--- src/rtl/vect_add_arbiter.sv ---
// -----------------------------------------------------------------------------
// vect_add_arbiter
//   Shares one combinational vect_adder between two requesters (r0, r1).
//   A round-robin arbiter picks one requester per cycle and drives its
//   operands onto the shared adder. The lane-wise sum is captured in a
//   one-entry output register and returned over a valid/ready stream that is
//   tagged with the id of the requester that produced it.
//
//   Parameters
//     WIDTH  bits per lane; must match the attached vect_adder
//     FRAC   fractional bits per lane; carried for documentation only, the
//            sum is plain two's-complement addition
//     Lane count is the global `N_MAX; vector buses are `N_MAX*WIDTH bits.
//
//   Ports
//     clk, rst_n            clock (rising edge), async active-low reset
//     r0_valid/r0_ready     requester 0 handshake, r0_a/r0_b operands
//     r1_valid/r1_ready     requester 1 handshake, r1_a/r1_b operands
//     add_a/add_b           operands to the shared adder (zero when idle)
//     add_sum               combinational sum returned by the shared adder
//     out_valid/out_ready   result stream handshake
//     out_vect/out_src      registered sum and id of its requester
// -----------------------------------------------------------------------------
`ifndef N_MAX
`define N_MAX 2
`endif

module vect_add_arbiter #(
  parameter int WIDTH = 43,
  parameter int FRAC  = 32
) (
  input  logic                      clk,
  input  logic                      rst_n,
  input  logic                      r0_valid,
  output logic                      r0_ready,
  input  logic [`N_MAX*WIDTH-1:0]   r0_a,
  input  logic [`N_MAX*WIDTH-1:0]   r0_b,
  input  logic                      r1_valid,
  output logic                      r1_ready,
  input  logic [`N_MAX*WIDTH-1:0]   r1_a,
  input  logic [`N_MAX*WIDTH-1:0]   r1_b,
  output logic [`N_MAX*WIDTH-1:0]   add_a,
  output logic [`N_MAX*WIDTH-1:0]   add_b,
  input  logic [`N_MAX*WIDTH-1:0]   add_sum,
  output logic                      out_valid,
  input  logic                      out_ready,
  output logic [`N_MAX*WIDTH-1:0]   out_vect,
  output logic                      out_src
);

  localparam int VW = `N_MAX * WIDTH;

  // Fixed-point format sanity: the fraction cannot be wider than the lane.
  if (FRAC > WIDTH) begin : g_frac_check
    $error("vect_add_arbiter: FRAC must not exceed WIDTH");
  end

  // The output register is either empty or holding one result.
  typedef enum logic {
    ST_EMPTY = 1'b0,
    ST_FULL  = 1'b1
  } state_e;

  state_e          state_q, state_d;
  logic [VW-1:0]   vect_q,  vect_d;
  logic            src_q,   src_d;
  logic            prio_q,  prio_d;

  logic            can_accept;
  logic            gnt_vld;
  logic            gnt_id;

  // A slot is free when the register is empty or is being drained this cycle,
  // which allows one result per cycle while out_ready stays high.
  assign can_accept = (state_q == ST_EMPTY) || out_ready;

  // Grant depends only on valids, prio and the output side, never on the
  // ready outputs themselves, so there is no combinational loop. Gating with
  // rst_n keeps both readies low for the whole reset period.
  always_comb begin
    // NOTE: every signal written in a combinational block gets a default
    // first; a path that leaves one unassigned would infer a latch.
    gnt_vld = 1'b0;
    gnt_id  = 1'b0;
    if (rst_n && can_accept) begin
      if (r0_valid && r1_valid) begin
        gnt_vld = 1'b1;
        gnt_id  = prio_q;
      end else if (r0_valid) begin
        gnt_vld = 1'b1;
        gnt_id  = 1'b0;
      end else if (r1_valid) begin
        gnt_vld = 1'b1;
        gnt_id  = 1'b1;
      end
    end
  end

  // A grant is only ever given to a valid requester, so a grant is an accept.
  assign r0_ready = gnt_vld && !gnt_id;
  assign r1_ready = gnt_vld &&  gnt_id;

  // Idle adder inputs are held at zero to keep the shared datapath quiet.
  assign add_a = !gnt_vld ? '0 : (gnt_id ? r1_a : r0_a);
  assign add_b = !gnt_vld ? '0 : (gnt_id ? r1_b : r0_b);

  // Next-state: accept loads a new result (also covering drain+accept in the
  // same cycle); a drain without accept only empties the slot, data holds.
  always_comb begin
    state_d = state_q;
    vect_d  = vect_q;
    src_d   = src_q;
    prio_d  = prio_q;
    if (gnt_vld) begin
      state_d = ST_FULL;
      vect_d  = add_sum;
      src_d   = gnt_id;
      prio_d  = ~gnt_id;   // the loser of this round wins the next tie
    end else if ((state_q == ST_FULL) && out_ready) begin
      state_d = ST_EMPTY;
    end
  end

  // NOTE: state registers use non-blocking assignments so every register
  // samples the pre-edge values regardless of statement order. All of them
  // are reset, including the result data, so a pending result is dropped.
  always_ff @(posedge clk or negedge rst_n) begin
    if (!rst_n) begin
      state_q <= ST_EMPTY;
      vect_q  <= '0;
      src_q   <= 1'b0;
      prio_q  <= 1'b0;
    end else begin
      state_q <= state_d;
      vect_q  <= vect_d;
      src_q   <= src_d;
      prio_q  <= prio_d;
    end
  end

  assign out_valid = (state_q == ST_FULL);
  assign out_vect  = vect_q;
  assign out_src   = src_q;

endmodule

--- config.mk ---
export PLATFORM = sky130hd
export DESIGN_NAME = vect_add_arbiter
export DESIGN_NICKNAME = d
export VERILOG_FILES = /design/src/rtl/vect_add_arbiter.sv
export SDC_FILE = /design/constraint.sdc
export NUM_CORES = 1
export LEC_CHECK = 0
export BUFFER_PORTS_ARGS = -buffer_cell sky130_fd_sc_hd__buf_4
export CELL_PAD_IN_SITES_DETAIL_PLACEMENT = 1
export CELL_PAD_IN_SITES_GLOBAL_PLACEMENT = 1
export CORE_AREA = 5 5 269 271
export CTS_CLUSTER_DIAMETER = 100
export DETAILED_ROUTE_END_ITERATION = 16
export DIE_AREA = 0 0 274 276
export GPL_ROUTABILITY_DRIVEN = 0
export PLACE_DENSITY_LB_ADDON = 0.1
export SYNTH_ARGS = -nofsm -noshare
export SYNTH_HDL_FRONTEND = slang
export SYNTH_SLANG_ARGS = --single-unit
--- constraint.sdc ---
create_clock -name clk -period 4.1 [get_ports clk]
set_input_delay 0.205 -clock clk [delete_from_list [all_inputs] [get_ports clk]]
set_output_delay 0.205 -clock clk [all_outputs]
set_load 0.05 [all_outputs]
==> flow_summary.json <==
{
  "netlist_area_um2": 5220,
  "p_per_area_nw_per_um2": 374,
  "die_w_um": 274,
  "fmax_ghz": 0.332,
  "rows": 97,
  "areaGrowthSynthToFinish_pct": 124,
  "htree_num_levels": 3,
  "postPlaceCellArea_um2": 11400,
  "period_share_pct": 73.4,
  "drtAntennaViolNets": 0,
  "fin_skew_ns": 0.00384,
  "clk_pin_slew_worst_paths_ns": 0.07,
  "outcome": "complete, no violations",
  "cts_max_path_buffers": 2,
  "yosys_warnings": 0,
  "dp_worst_setup_slack_ns": 1.54,
  "path_max_fanout": 66,
  "final_cell_mix": "705 x buf_4, 169 x a22o_1, 89 x dfrtp_1",
  "fin_tns_setup_ns": 0,
  "wirelength_um": 57200,
  "hold_path.startpoint": "add_sum[14]",
  "cts.repair.resized": 0,
  "vias": 6823,
  "maxCapViolations": 0,
  "drive_gt1_share_pct": 75.3,
  "antenna_found_initial": 53,
  "yosysUniqueCellTypes": 16,
  "hold_viol_final": 0,
  "overflow": 0,
  "whs_endpoint": "out_vect[14]",
  "dpl.cell_count": 2007,
  "syn_inst": 406,
  "stdcell_area_um2": 11700,
  "avgSynthCellArea_um2": 12.9,
  "whs_ns": 0.0750,
  "route.detailed.drc": 0,
  "wl_per_cell_um": 28.0,
  "die-area_um2": 75600,
  "fin_crit_ns": 3.01,
  "rrSetupSlack_ns": 1.96,
  "grt_usage_pct": 14.2,
  "insertion_delay_ns": 0.36,
  "rr_startpoint": "out_valid",
  "worst_pin_slew_ns": 0.881,
  "grt_max_degree": 67,
  "vias_per_cell": 3.34,
  "worstRegToRegCells": 4,
  "rsz0062_at_grt": "no",
  "floorplan.initialDensity_pct": 7.50,
  "cp_data_arrival_time_ns": 2.80,
  "grt_pass1_wl_um": 73200,
  "cts_num_sinks": 89,
  "final_common_cell": "buf_4",
  "setup_viol": 0,
  "worst-setup-path-type": "in2out",
  "leakagePower_nw": 5.69,
  "core_um2": 69500,
  "cp.required_ns": 3.89,
  "io_buffers": 696,
  "dr.pass1.iters": 4,
  "startpoint_type": "primary input",
  "grt_pass1_vias": 7428,
  "tritoncts": "built",
  "worstReg2RegEnd": "out_vect[49]",
  "fin_nets": 1514,
  "num_io_pins": 697,
  "vdd_drop_max_uv": 201,
  "ys_ff_latch": 89,
  "layout_setup_ws_ns": 1.09,
  "die_h_um": 276,
  "hpwl_um": 50600,
  "cts_buffers": 9,
  "cts-root-buf": "clkbuf_16",
  "end_kind": "primary output",
  "synth_nets": 841,
  "slew_viol_final": 0,
  "drt_iter0_drc": 293,
  "slew_headroom_pct": 41.2,
  "final_cells": 2041,
  "ys_seq_area_share_pct": 42.7,
  "hold_depth": 2,
  "hold_path_class": "in2reg"
}
[repair_timing]
action                                  CTS  global route
setup buffers                             0             0
hold buffers                              1             0
endpoints found under the setup margin    0             0
endpoints found under the hold margin    29             0
[cell type report]
class,instances,area [um2]
diodes,18,45.0
clock buffers,13,250
clock inverters,2,15.0
fillers,8141,57800
inverters,2,12.5
multi-input cells,268,2620
flip-flops and latches,89,2230
well taps,940,1180
repair buffers,709,5360
[power by group]
group | switching, W | internal [W] | total (W)
registers | 0.0000909 | 0.00104 | 0.00113
clock network | 0.000378 | 0.000426 | 0.000805
logic | 0.00156 | 0.000885 | 0.00245
[worst max-delay path, stage by stage]
cell and delay, ns:
dlygate4sd3_1 0.53, buf_4 0.41, o2111ai_4 0.25, inv_6 0.47, buf_4 0.38, a22o_1 0.24, buf_4 0.22
[cell usage after synthesis, drive strengths merged]
cell type	n	area, um2
nand2b	1	13.8
and4	1	8.76
dfrtp	89	2230
o21a	1	7.51
o221a	3	33.8
inv	2	7.51
o211a	1	10.0
a22o	169	1480
o2111ai	1	26.3
nand2	2	7.51
mux2	86	995
buf	47	379
o211ai	1	7.51
a21o	2	15.0
[cells by family after synthesis]
group	count (synthesis)	synth area share (%)
AOI/OAI and AO/OA	178	30.3
buffers and inverters	49	7.41
DFF	89	42.7
muxes	86	19.1
and+or+nand+nor	4	0.575
[through the flow]
stage / util, % / power [W]
after detailed placement: 16.4 / 0.00363
after CTS: 16.8 / 0.00450
after global routing: 16.8 / 0.00461
final: 16.8 / 0.00438
after global placement: 16.4 / 0.00363
after floorplan: - / 0.00260
[registers in the layout, summed over array words and instances (netlist names)]
| name | cells |
|---|---|
| out_src | 1 |
| out_valid | 1 |
| out_vect | 86 |
| prio_q | 1 |
[metal layers]
metal | up-vias | global-route usage, % | wire length (um)
li1 | 3003 | - | -
met1 | 3252 | 14.8 | 20000
met4 | 14 | 3.67 | 1920
met2 | 452 | 26.1 | 28700
met5 | - | 0 | 95
met3 | 102 | 6.14 | 6540
[worst max path at each step]
| stage | depth (start not counted) | to | startpoint | slack, ns |
|---|---|---|---|---|
| floorplan | 5 | add_b[76] | out_valid | 1.98 |
| global placement | 6 | add_a[39] | rst_n | 1.55 |
| detailed placement | 6 | add_a[36] | rst_n | 1.54 |
| CTS | 7 | add_a[36] | rst_n | 1.00 |
| global route | 7 | add_a[36] | rst_n | 0.85 |
| finish | 7 | add_a[36] | rst_n | 1.09 |
Note: power is estimated with default switching activity, not from simulation.
